`config.mk`:
```
export PLATFORM = sky130hd
export DESIGN_NAME = slap_palette_pipe
export DESIGN_NICKNAME = d
export VERILOG_FILES = /design/src/rtl/slap_video_pkg.sv /design/src/rtl/slap_prio_mux.sv /design/src/rtl/slap_palette_pipe.sv
export SDC_FILE = /design/constraint.sdc
export NUM_CORES = 1
export LEC_CHECK = 0
export ABC_CLOCK_PERIOD_IN_PS = 2600
export CAP_MARGIN = 20
export CELL_PAD_IN_SITES_DETAIL_PLACEMENT = 0
export CELL_PAD_IN_SITES_GLOBAL_PLACEMENT = 1
export CORE_ASPECT_RATIO = 0.5
export CORE_MARGIN = 2
export CORE_UTILIZATION = 30
export DETAILED_ROUTE_END_ITERATION = 8
export PLACE_DENSITY_LB_ADDON = 0.1
export SYNTH_ARGS = -nofsm -noshare
export SYNTH_HDL_FRONTEND = slang
export SYNTH_HIERARCHICAL = 1
export SYNTH_SLANG_ARGS = --single-unit
```
`constraint.sdc`:
```
create_clock -name clk -period 2.6 [get_ports clk]
set_input_delay 0.78 -clock clk [delete_from_list [all_inputs] [get_ports clk]]
set_output_delay 0.78 -clock clk [all_outputs]
set_load 0.02 [all_outputs]
```
`src/rtl/slap_video_pkg.sv`:
```
// slap_video_pkg
// Shared definitions for the SLAP video path: palette pipeline latency,
// layer-enable bit positions, the 4:4:4 colour struct and the default
// transparent nibble used by the fix and sprite layers.
package slap_video_pkg;

  // Clocks from pixel sampling to the colour appearing on the outputs.
  localparam int PAL_PIPE_LAT = 2;

  // Bit positions inside the 3-bit layer_en vector.
  localparam int LAYER_FIX = 2;
  localparam int LAYER_SPR = 1;
  localparam int LAYER_BG  = 0;

  // Low-nibble value that marks a fix or sprite pixel as see-through.
  localparam logic [3:0] TRANSP_NIB_DEF = 4'h0;

  // One 12-bit pixel colour, packed as {r,g,b}.
  typedef struct packed {
    logic [3:0] r;
    logic [3:0] g;
    logic [3:0] b;
  } rgb444_t;

endpackage

```
`src/rtl/slap_prio_mux.sv`:
```
// slap_prio_mux
// Purely combinational layer select: picks fix over sprite over background
// by priority, skipping layers that are disabled or transparent. Also used
// by the sprite debug viewer.
// Ports:
//   fix_pix, spr_pix, bg_pix : 8-bit colour indices from the layer generators
//   layer_en                 : per-layer enable {fix, spr, bg}
//   idx                      : winning colour index (8'h00 if nothing wins)
module slap_prio_mux
  import slap_video_pkg::*;
#(
  parameter logic [3:0] TRANSP_NIB = TRANSP_NIB_DEF
) (
  input  logic [7:0] fix_pix,
  input  logic [7:0] spr_pix,
  input  logic [7:0] bg_pix,
  input  logic [2:0] layer_en,
  output logic [7:0] idx
);

  // Background is always opaque, so it only drops out when disabled; a
  // fully disabled stack falls back to palette entry 0.
  always_comb begin
    idx = 8'h00;
    if (layer_en[LAYER_FIX] && (fix_pix[3:0] != TRANSP_NIB)) begin
      idx = fix_pix;
    end else if (layer_en[LAYER_SPR] && (spr_pix[3:0] != TRANSP_NIB)) begin
      idx = spr_pix;
    end else if (layer_en[LAYER_BG]) begin
      idx = bg_pix;
    end
  end

endmodule

```
`src/rtl/slap_palette_pipe.sv`:
```
// slap_palette_pipe
// Final colour stage of the video path. Selects the winning layer index,
// drives the three 256x4 colour PROMs (shared address, shared active-low
// chip select), captures their registered data and emits blank-gated RGB
// with sync/blank delayed to line up exactly with the colour.
// Ports:
//   clk, reset            : system clock, synchronous active-high reset
//   pix_ce                : pixel clock enable (inputs sampled when high)
//   fix_pix/spr_pix/bg_pix: layer colour indices
//   layer_en              : per-layer enable {fix, spr, bg}
//   hblank/vblank/hsync/vsync : timing from the video timing generator
//   prom_addr, prom_n_cs  : colour PROM address and chip select
//   prom_r/prom_g/prom_b  : registered PROM data
//   red/green/blue        : final pixel colour
//   hs_out/vs_out/blank_out : timing aligned with the colour outputs
module slap_palette_pipe
  import slap_video_pkg::*;
#(
  parameter logic [3:0]  TRANSP_NIB = TRANSP_NIB_DEF,
  parameter logic [11:0] BLANK_RGB  = 12'h000
) (
  input  logic       clk,
  input  logic       reset,
  input  logic       pix_ce,
  input  logic [7:0] fix_pix,
  input  logic [7:0] spr_pix,
  input  logic [7:0] bg_pix,
  input  logic [2:0] layer_en,
  input  logic       hblank,
  input  logic       vblank,
  input  logic       hsync,
  input  logic       vsync,
  output logic [7:0] prom_addr,
  output logic       prom_n_cs,
  input  logic [3:0] prom_r,
  input  logic [3:0] prom_g,
  input  logic [3:0] prom_b,
  output logic [3:0] red,
  output logic [3:0] green,
  output logic [3:0] blue,
  output logic       hs_out,
  output logic       vs_out,
  output logic       blank_out
);

  logic [7:0] mux_idx;

  logic [7:0] idx_d, idx_q;
  logic       ce_d1_d, ce_d1_q;
  logic       ce_d2_d, ce_d2_q;
  logic       blank_d1_d, blank_d1_q;
  logic       hs_d1_d, hs_d1_q;
  logic       vs_d1_d, vs_d1_q;
  logic       blank_d2_d, blank_d2_q;
  logic       hs_d2_d, hs_d2_q;
  logic       vs_d2_d, vs_d2_q;
  rgb444_t    rgb_d, rgb_q;
  logic       hs_out_d, hs_out_q;
  logic       vs_out_d, vs_out_q;
  logic       blank_out_d, blank_out_q;

  slap_prio_mux #(
    .TRANSP_NIB(TRANSP_NIB)
  ) u_prio_mux (
    .fix_pix (fix_pix),
    .spr_pix (spr_pix),
    .bg_pix  (bg_pix),
    .layer_en(layer_en),
    .idx     (mux_idx)
  );

  // Each stage advances only when the enable that accompanies its pixel is
  // present, so sparse pix_ce leaves every stage (and the outputs) holding.
  // The ce_d* pair marks which clock edges carry a real pixel through the
  // PROM read and the output capture respectively.
  always_comb begin
    idx_d       = idx_q;
    blank_d1_d  = blank_d1_q;
    hs_d1_d     = hs_d1_q;
    vs_d1_d     = vs_d1_q;
    blank_d2_d  = blank_d2_q;
    hs_d2_d     = hs_d2_q;
    vs_d2_d     = vs_d2_q;
    rgb_d       = rgb_q;
    hs_out_d    = hs_out_q;
    vs_out_d    = vs_out_q;
    blank_out_d = blank_out_q;
    ce_d1_d     = pix_ce;
    ce_d2_d     = ce_d1_q;

    if (pix_ce) begin
      idx_d      = mux_idx;
      blank_d1_d = hblank | vblank;
      hs_d1_d    = hsync;
      vs_d1_d    = vsync;
    end

    if (ce_d1_q) begin
      blank_d2_d = blank_d1_q;
      hs_d2_d    = hs_d1_q;
      vs_d2_d    = vs_d1_q;
    end

    // PROM data is valid on this edge because the PROMs latched on the
    // previous one while chip select was low.
    if (ce_d2_q) begin
      rgb_d       = blank_d2_q ? rgb444_t'(BLANK_RGB)
                               : rgb444_t'({prom_r, prom_g, prom_b});
      hs_out_d    = hs_d2_q;
      vs_out_d    = vs_d2_q;
      blank_out_d = blank_d2_q;
    end
  end

  // Reset clears the valid markers so in-flight pixels never reach the
  // outputs; blank stages reset asserted so the screen starts dark.
  always_ff @(posedge clk) begin
    if (reset) begin
      idx_q       <= 8'h00;
      ce_d1_q     <= 1'b0;
      ce_d2_q     <= 1'b0;
      blank_d1_q  <= 1'b1;
      hs_d1_q     <= 1'b0;
      vs_d1_q     <= 1'b0;
      blank_d2_q  <= 1'b1;
      hs_d2_q     <= 1'b0;
      vs_d2_q     <= 1'b0;
      rgb_q       <= '0;
      hs_out_q    <= 1'b0;
      vs_out_q    <= 1'b0;
      blank_out_q <= 1'b1;
    end else begin
      idx_q       <= idx_d;
      ce_d1_q     <= ce_d1_d;
      ce_d2_q     <= ce_d2_d;
      blank_d1_q  <= blank_d1_d;
      hs_d1_q     <= hs_d1_d;
      vs_d1_q     <= vs_d1_d;
      blank_d2_q  <= blank_d2_d;
      hs_d2_q     <= hs_d2_d;
      vs_d2_q     <= vs_d2_d;
      rgb_q       <= rgb_d;
      hs_out_q    <= hs_out_d;
      vs_out_q    <= vs_out_d;
      blank_out_q <= blank_out_d;
    end
  end

  // The PROM address follows idx_q continuously; chip select is only
  // asserted during the single clock after a sampling edge.
  assign prom_addr = idx_q;
  assign prom_n_cs = ~ce_d1_q;
  assign red       = rgb_q.r;
  assign green     = rgb_q.g;
  assign blue      = rgb_q.b;
  assign hs_out    = hs_out_q;
  assign vs_out    = vs_out_q;
  assign blank_out = blank_out_q;

endmodule

```
==> flow_summary.ini, run 1 <==
[die]
die_x_microns = 102
core-area_sq_um = 4510
start_util_pct = 31.9
die-area_sq_um = 5400
io_pins = 70
die_height_microns = 53.0
rows = 17

[critical_path]
required_ns = 2.81
end_kind = flop
crit_type = primary input to flop
critical_path.max_stage_delay_ns = 0.53
arrival_ns = 2.37
path_cells = clkdlybuf4s50_1, o41ai_4, nand3_1, a31oi_1, mux2i_1, nor2_1
critPathSlowestCell = o41ai_4
worst-r2r-setup-slack_ns = 1.29
crit_fanout = 6
r2r_cells = 2
rr_startpoint = ce_d2_q
start_kind = primary input
r2r_end = blank_out

[logic_synthesis]
synth_compound_area_share_pct = 16.9
synthesis.nets = 196
synth-adder-area-share_pct = 0
synth_xor_area_share_pct = 0
synth_warnings = 6
synthCells = 150
synth_seq_area_share_pct = 43.1
synth_cell_type_count = 30
synthesis.area_sq_um = 1440
syn_area_per_cell_sq_um = 9.60
synth-seq-cells = 31
muxShareOfSynthArea_pct = 9.73
synth_top_family_by_area = simple AND/OR/NAND/NOR gates
yosys.area_share.simple_pct = 24.3

[sta]
slew_headroom_pct = 44.9
max_clock_freq_mhz = 463
drv_slew = 0
skew_ns = 0.00251
rsz0062_at_grt = false
worst_slew_pin_slew_ns = 0.825
whs_ns = 0.464
tns_ns = 0
hold_viol = 0
setup_violations = 0
timing.final.crit_share_pct = 83.1
period_minus_slack_ns = 2.16

[clock_network]
cts_resized = 0
clock-sinks = 31
cts_buffers = 5
path_clk_slew_ns = 0.06
h-tree-depth = 2
cts_tree = done
cts_max_path_buffers = 2
postCtsHoldBufs = 0
insertion_delay_ns = 0.27
cts-root-buf = clkbuf_8
cts_setup_buffers = 0

[min_path]
hp-class = flop to flop
min-delay-start = red[1]
hold_depth = 2
whs_endpoint = red[1]

[job]
drv_cap = 0

[placed_design]
gp_congestion = 0.799
place_area_sq_um = 2150
portBuffers = 69
place_inst = 277

[cells_and_area]
fin_cells = 283
drive_above_1_share_pct = 6.91
final_cell_area_sq_um = 2230
num_antenna_cells = 0
fillers = 430
area_delta_synth_final_pct = 54.6
num-nets-final = 264

[detailed_routing]
first_pass_iters = 4
avgRoutedWirePerCell_microns = 11.7
drc = 0
wl_microns = 3310
drt-initial-drc-count = 29
drtAntennaViolNets = 0
dr_total_vias = 1313
vias_per_cell = 4.64

[global_route]
overflow = 0
grt_usage_pct = 12.1
antenna_found_initial = 0
grt_start_max_net_pins = 33
grt_first_pass_wirelength_microns = 4980
grt_pass1_vias = 1104

[pwr]
finalPower_w = 0.00104
p_per_area_nw_per_um2 = 467
vdd_drop_max_mv = 0.163
p_leak_nw = 0.792

[run_status]
status = finished clean
[per-stage QoR]
step	setup WS (ns)	util (%)
floorplan	0.811	-
global placement	0.194	47.8
detailed placement	0.166	47.8
CTS	0.436	49.4
global route	0.316	49.4
finish	0.439	49.4
[kinds of logic (layout without fill, tap and decap cells)]
| family | Yosys count | count (layout) |
|---|---|---|
| AND/OR/NAND/NOR | 64 | 64 |
| flip-flops | 31 | 31 |
| AO/OA/AOI/OAI | 29 | 29 |
| multiplexers | 14 | 14 |
| buffers and inverters | 12 | 79 |
[sequential cells by signal, summed over array words and instances (netlist names)]
register / flops
blank_d1_q: 1
blank_d2_q: 1
blank_out: 1
blue: 4
ce_d1_q: 1
ce_d2_q: 1
green: 4
hs_d1_q: 1
hs_d2_q: 1
hs_out: 1
prom_addr: 8
red: 4
vs_d1_q: 1
vs_d2_q: 1
vs_out: 1
[Yosys cell counts, drive strengths merged]
| library cell | instances | area share, % |
|---|---|---|
| o41a | 1 | 0.78 |
| nand4bb | 1 | 0.78 |
| a31oi | 4 | 2.2 |
| o211ai | 1 | 0.52 |
| inv | 1 | 0.26 |
| dfxtp | 31 | 43 |
| a211o | 2 | 1.2 |
| a32oi | 3 | 1.8 |
| a21oi | 14 | 5.4 |
| mux2i | 14 | 9.7 |
| nand3b | 13 | 6.8 |
| nand3 | 4 | 1.4 |
| nor2 | 22 | 5.9 |
| a22o | 1 | 0.70 |
| o31ai | 1 | 0.52 |
| nor3 | 1 | 0.35 |
| clkbuf | 2 | 0.61 |
| nand2 | 6 | 1.6 |
| o41ai | 2 | 3.8 |
| nand2b | 12 | 5.2 |
| nor4b | 1 | 0.61 |
| nand4 | 1 | 0.43 |
| buf | 9 | 5.0 |
| nor2b | 3 | 1.3 |
[layout make-up]
type / instances / area [sq um] / share of cell area, %
Clock buffer: 6 / 72.6 / 3.26
Tap cell: 66 / 82.6 / 3.71
Sequential cell: 31 / 621 / 27.9
Multi-Input combinational cell: 107 / 734 / 33.0
Inverter: 1 / 3.75 / 0.169
Timing Repair Buffer: 72 / 713 / 32.0
[layer usage]
layer,wire [microns],GRT usage [%]
met1,1590,14.8
met2,1370,19.5
met3,311,4.23
met4,47,5.33
met5,0,0
[critical path: cells and delay by family]
kind                   cells  cell delay, ns
AOI/OAI and AO/OA          2            0.76
and+or+nand+nor            2            0.20
muxes                      1            0.10
buffers and inverters      1            0.51
[cells in the final DEF (no fill, tap or decap), drive strengths merged, types with 2 or more instances in the layout]
master | netlist | layout
nor2b | 3 | 3
a31oi | 4 | 4
a32oi | 3 | 3
a21oi | 14 | 14
a211o | 2 | 2
buf | 9 | 3
clkbuf | 2 | 6
nand3 | 4 | 4
nor2 | 22 | 22
nand2 | 6 | 6
clkdlybuf4s50 | 0 | 69
nand2b | 12 | 12
nand3b | 13 | 13
mux2i | 14 | 14
dfxtp | 31 | 31
o41ai | 2 | 2
[how the worst max path moves through the flow]
stage	from	to	slack [ns]
after floorplan	fix_pix[0]	prom_addr[6]	0.81
after global placement	spr_pix[2]	prom_addr[4]	0.19
after detailed placement	spr_pix[2]	prom_addr[4]	0.17
after CTS	spr_pix[2]	prom_addr[7]	0.44
after global routing	spr_pix[2]	prom_addr[7]	0.32
final	spr_pix[2]	prom_addr[7]	0.44
[where the power goes]
part           leakage, nW  total, W  internal, W  switching (W)
clock               0.0371  0.000331     0.000178       0.000154
combinational        0.502  0.000200     0.000120      0.0000797
sequential           0.253  0.000508     0.000493      0.0000159
total                0.792   0.00104     0.000790       0.000249
Note: power is estimated with default switching activity, not from simulation.
==> run 2, diff against run 1 <==
--- a/config.mk
+++ b/config.mk
@@ -5,13 +5,13 @@
 export SDC_FILE = /design/constraint.sdc
 export NUM_CORES = 1
 export LEC_CHECK = 0
-export ABC_CLOCK_PERIOD_IN_PS = 2600
+export ABC_CLOCK_PERIOD_IN_PS = 1900
 export CAP_MARGIN = 20
 export CELL_PAD_IN_SITES_DETAIL_PLACEMENT = 0
 export CELL_PAD_IN_SITES_GLOBAL_PLACEMENT = 1
 export CORE_ASPECT_RATIO = 0.5
 export CORE_MARGIN = 2
-export CORE_UTILIZATION = 30
+export CORE_UTILIZATION = 26
 export DETAILED_ROUTE_END_ITERATION = 8
 export PLACE_DENSITY_LB_ADDON = 0.1
 export SYNTH_ARGS = -nofsm -noshare
==> constraint.sdc (replaced) <==
create_clock -name clk -period 1.9 [get_ports clk]
set_input_delay 0.57 -clock clk [delete_from_list [all_inputs] [get_ports clk]]
set_output_delay 0.57 -clock clk [all_outputs]
set_load 0.02 [all_outputs]
==> run 2 against run 1 <==
Against the previous run:
- critical path depth is 1 higher
- register-to-register slack lost 0.61 ns
- clock-buffer cell count grew 2
- wire length increased by 7.4%
- sequential share of layout area down 1.8 points
==> flow_summary.ini, run 2 (synthesis results as in run 1) <==
[run_status]
status = finished clean

[sta]
period_minus_slack_ns = 1.86
worst_slew_pin_slew_ns = 0.537
timing.final.crit_share_pct = 97.7
hold_viol = 0
drv_slew = 0
skew_ns = 0.00355
tns_ns = 0
slew_headroom_pct = 64.1
setup_violations = 0
rsz0062_at_grt = false
max_clock_freq_mhz = 538
worst_slack_ns = 0.0429

[critical_path]
rr_startpoint = ce_d2_q
critPathSlowestCell = clkdlybuf4s50_1
end_kind = flop
critPathBufInv = 2
required_ns = 2.11
worst-r2r-setup-slack_ns = 0.68
cpMostUsedCell = nor2_1
start_kind = primary input
path_depth = 7
crit_fanout = 15
arrival_ns = 2.07
critical_path.max_stage_delay_ns = 0.47
path_cells = clkdlybuf4s50_1, o41ai_4, buf_12, nor2_1, a31oi_1, mux2i_1, nor2_1
cpLargestDelayFamily = buffers and inverters
r2r_end = red[0]
r2r_cells = 3
crit_type = primary input to flop

[clock_network]
postCtsHoldBufs = 0
path_clk_slew_ns = 0.06
cts_tree = done
insertion_delay_ns = 0.27
cts_buffers = 5
h-tree-depth = 2
clock-sinks = 31
cts_max_path_buffers = 2
cts-root-buf = clkbuf_8

[die]
rows = 19
die_height_microns = 56.6
die-area_sq_um = 6190
core-area_sq_um = 5420
start_util_pct = 26.6
die_x_microns = 109
io_pins = 70

[global_route]
grt_start_max_net_pins = 18
grt_usage_pct = 12.2
grt_first_pass_wirelength_microns = 5910
grt_pass1_vias = 1265
antenna_found_initial = 0
overflow = 0

[pwr]
seqPwrFrac_pct = 44.7
switching_share_pct = 23.5
p_per_area_nw_per_um2 = 653
vdd_drop_max_mv = 0.309
p_leak_nw = 0.892
clockPowerShare_pct = 36.0
combinationalPowerShare_pct = 19.3
power.internal_w = 0.00119
p_sw_w = 0.000365

[cells_and_area]
final_common_cell = clkdlybuf4s50_1
area_delta_synth_final_pct = 65.1
largest_reg_flops = 8
mostFrequentLayoutCells = clkdlybuf4s50_1 (66), dfxtp_1 (31), nor2_1 (21)
num_antenna_cells = 0
fin_cells = 305
drive_above_1_share_pct = 12.9
num-nets-final = 277
post-route-util_pct = 43.9

[detailed_routing]
drt-initial-drc-count = 54
dr_total_vias = 1362
first_pass_iters = 4
avgRoutedWirePerCell_microns = 11.7
drtAntennaViolNets = 0
vias_per_cell = 4.47
wl_microns = 3560
drc = 0

[placed_design]
dp_slack_ns = -0.354
post-dp-hpwl_microns = 2720
portBuffers = 69
place_inst = 296
gp_congestion = 0.782

[min_path]
hp-class = flop to flop
whs_endpoint = blue[3]
min-delay-start = blue[3]
hold_depth = 2

[job]
drv_cap = 0
==> run 2: power by group through the flow <==
stage	clock [W]	sequential [W]	combinational [W]
final	0.000559	0.000694	0.000299
after global routing	0.000609	0.000698	0.000323
after CTS	0.000584	0.000695	0.000303
after detailed placement	0	0.000709	0.000301
after global placement	0	0.000708	0.000300
after floorplan	0	0.000719	0.000114
==> run 2: per-layer routing <==
layer	global-route usage, %	routed length, microns
met1	15.7	1700
met5	0	0
met4	3.80	34
met3	4.30	311
met2	19.3	1510
==> run 2: tightest hold or removal path, cell delays in order, from the launching register on <==
cell and delay, ns:
dfxtp_1 0.31, nand2b_1 0.06, a21oi_1 0.05
==> run 2: worst max-delay path by stage <==
stage / startpoint / to
2_1_floorplan: fix_pix[0] / prom_addr[6]
3_3_place_gp: spr_pix[2] / prom_addr[7]
3_5_place_dp: spr_pix[2] / prom_addr[7]
4_1_cts: spr_pix[0] / prom_addr[7]
5_1_grt: fix_pix[0] / prom_addr[7]
6_report: fix_pix[0] / prom_addr[7]
==> run 2: what timing repair did <==
action	CTS	global route
pin swaps	1	2
resized for setup	1	2
buffers inserted	1	0
endpoints found under the setup margin	4	3
endpoints found under the hold margin	0	0
==> run 2: final cells by class <==
cell class                 count  area, sq um
fill                         569         3040
timing repair buffer          85          827
tap                           73         91.3
clock buffer                   8          100
inverter                       1         3.75
multi-input combinational    107          734
sequential                    31          621
==> run 2: stage by stage <==
stage / hold slack (ns) / total power [W] / cell area [sq um]
final: 0.464 / 0.00155 / 2380
after global routing: 0.484 / 0.00163 / 2380
after CTS: 0.470 / 0.00158 / 2370
after detailed placement: 0.459 / 0.00101 / 2270
after global placement: 0.453 / 0.00101 / 2270
after floorplan: 0.441 / 0.000833 / 1440
==> run 3, diff against run 2 <==
--- a/config.mk
+++ b/config.mk
@@ -13,7 +13,7 @@
 export CORE_MARGIN = 2
 export CORE_UTILIZATION = 26
 export DETAILED_ROUTE_END_ITERATION = 8
-export PLACE_DENSITY_LB_ADDON = 0.1
+export PLACE_DENSITY = 0.73
 export SYNTH_ARGS = -nofsm -noshare
 export SYNTH_HDL_FRONTEND = slang
 export SYNTH_HIERARCHICAL = 1
==> run 3 against run 2 <==
Against the previous run:
- maximum frequency is 1.9% higher
- flip-flop and latch count unchanged
- clock skew up 0.0016 ns
- register-to-register slack better by 0.13 ns
- global-route usage fell by 0.068 points
- critical path depth unchanged
- clock-buffer cell count down 2
- sequential power is essentially flat
- hold slack better by 0.0022 ns
- non-clock buffer count fell by 1
- wire length up 5.8%
- critical endpoint is now prom_addr[2]
- highest routed layer unchanged
==> flow_summary.ini, run 3 (synthesis results as in run 1) <==
[cells_and_area]
largest_reg_flops = 8
post-route-util_pct = 44.5
fillers = 548
area_delta_synth_final_pct = 67.3
mostFrequentLayoutCells = clkdlybuf4s50_1 (64), dfxtp_1 (30), nor2_1 (21)
regArea_sq_um = 622
multi_input_area_sq_um = 734
num_antenna_cells = 0
num-nets-final = 276
drive_above_1_share_pct = 13.0
final_common_cell = clkdlybuf4s50_1

[critical_path]
end_kind = flop
required_ns = 2.12
worst-r2r-setup-slack_ns = 0.81
crit_fanout = 6
r2r_cells = 3
crit_type = primary input to flop
r2r_end = blank_out
rr_startpoint = ce_d2_q
start_kind = primary input
arrival_ns = 2.04

[sta]
period_minus_slack_ns = 1.82
rsz0062_at_grt = false
skew_ns = 0.00519
worst_slew_pin_slew_ns = 0.423
timing.final.crit_share_pct = 96.0
setup_violations = 0
max_clock_freq_mhz = 548
drv_slew = 0
hold_viol = 0
slew_headroom_pct = 71.8

[global_route]
antenna_found_initial = 0
grt_start_max_net_pins = 32
grt_usage_pct = 12.2
overflow = 0
grt_pass1_vias = 1237
grt_first_pass_wirelength_microns = 5640

[die]
rows = 19
core-area_sq_um = 5420
io_pins = 70
die-area_sq_um = 6190
die_height_microns = 56.6
die_x_microns = 109
start_util_pct = 26.6

[pwr]
p_sw_w = 0.000366
power.internal_w = 0.00115
combinationalPowerShare_pct = 20.7
finalPower_w = 0.00151
switching_share_pct = 24.1
p_leak_nw = 0.923
seqPwrFrac_pct = 45.7
p_per_area_nw_per_um2 = 629
clockPowerShare_pct = 33.6
vdd_drop_max_mv = 0.238

[clock_network]
cts_buffers = 5
path_clk_slew_ns = 0.06
cts_tree = done
clock-sinks = 31
cts-root-buf = clkbuf_8
postCtsHoldBufs = 0
cts_max_path_buffers = 2
insertion_delay_ns = 0.28
h-tree-depth = 2

[placed_design]
gp_congestion = 0.761
post-dp-hpwl_microns = 2710
portBuffers = 69

[detailed_routing]
drt-initial-drc-count = 57
drc = 0
drtAntennaViolNets = 0
avgRoutedWirePerCell_microns = 12.4
first_pass_iters = 4
dr_total_vias = 1349
vias_per_cell = 4.45
wl_microns = 3760

[min_path]
hold_depth = 2
min-delay-start = green[0]
whs_endpoint = green[0]
hp-class = flop to flop

[job]
drv_cap = 0

[run_status]
status = finished clean
[run 3: worst max-delay path by stage]
stage,slack (ns),end,startpoint
6_report,0.08,prom_addr[2],spr_pix[3]
5_1_grt,0.004,prom_addr[7],spr_pix[3]
4_1_cts,0.003,prom_n_cs,ce_d1_q
3_5_place_dp,-0.33,prom_addr[7],spr_pix[2]
3_3_place_gp,-0.33,prom_addr[7],spr_pix[2]
2_1_floorplan,0.32,prom_addr[6],fix_pix[0]
[run 3: layout make-up]
| cell class | count | area share [%] |
|---|---|---|
| timing repair buffer | 84 | 36.1 |
| multi-input combinational | 107 | 30.5 |
| sequential | 31 | 25.8 |
| tap | 73 | 3.79 |
| clock buffer | 6 | 3.43 |
| clock inverter | 1 | 0.208 |
| inverter | 1 | 0.156 |
[run 3: timing repair]
| item | 4_1_cts | 5_1_grt |
|---|---|---|
| setup endpoints to repair | 3 | 7 |
| resized for setup | 1 | 5 |
| setup buffers | 0 | 2 |
| pin swaps | 2 | 3 |
| cloned | 0 | 1 |
[run 3: metal layers]
metal | vias up | wire length (microns) | track usage, % | part of all wire [%]
li1 | 690 | - | - | -
met1 | 612 | 1690 | 14.7 | 45
met2 | 40 | 1780 | 19.6 | 47
met3 | 7 | 214 | 3.48 | 5.7
met4 | 0 | 74 | 6.51 | 2.0
met5 | - | 0 | 0 | 0
[run 3: power by group through the flow]
stage	sequential, W	combinational (W)	clock [W]
CTS	0.000692	0.000307	0.000540
floorplan	0.000719	0.000114	0
global route	0.000695	0.000337	0.000573
detailed placement	0.000707	0.000306	0
global placement	0.000706	0.000303	0
finish	0.000692	0.000314	0.000509
[run 3: worst max-delay path, cell delays in order]
cell and delay [ns]:
clkdlybuf4s50_1 0.50, o41ai_4 0.34, buf_4 0.18, a32oi_1 0.12, a21oi_2 0.17, mux2i_1 0.08
nor2_1 0.08
[run 3: per-stage QoR]
step / instance area [sq um] / std cells / worst slack (ns) / setup TNS, ns / hold WS (ns)
6_report: 2410 / 303 / 0.0767 / 0 / 0.467
5_1_grt: 2410 / 303 / 0.00364 / 0 / 0.495
4_1_cts: 2360 / 300 / 0.00298 / 0 / 0.470
3_5_place_dp: 2270 / 293 / -0.327 / -1.93 / 0.458
3_3_place_gp: 2270 / 293 / -0.327 / -1.76 / 0.450
2_1_floorplan: 1440 / 150 / 0.321 / 0 / 0.441
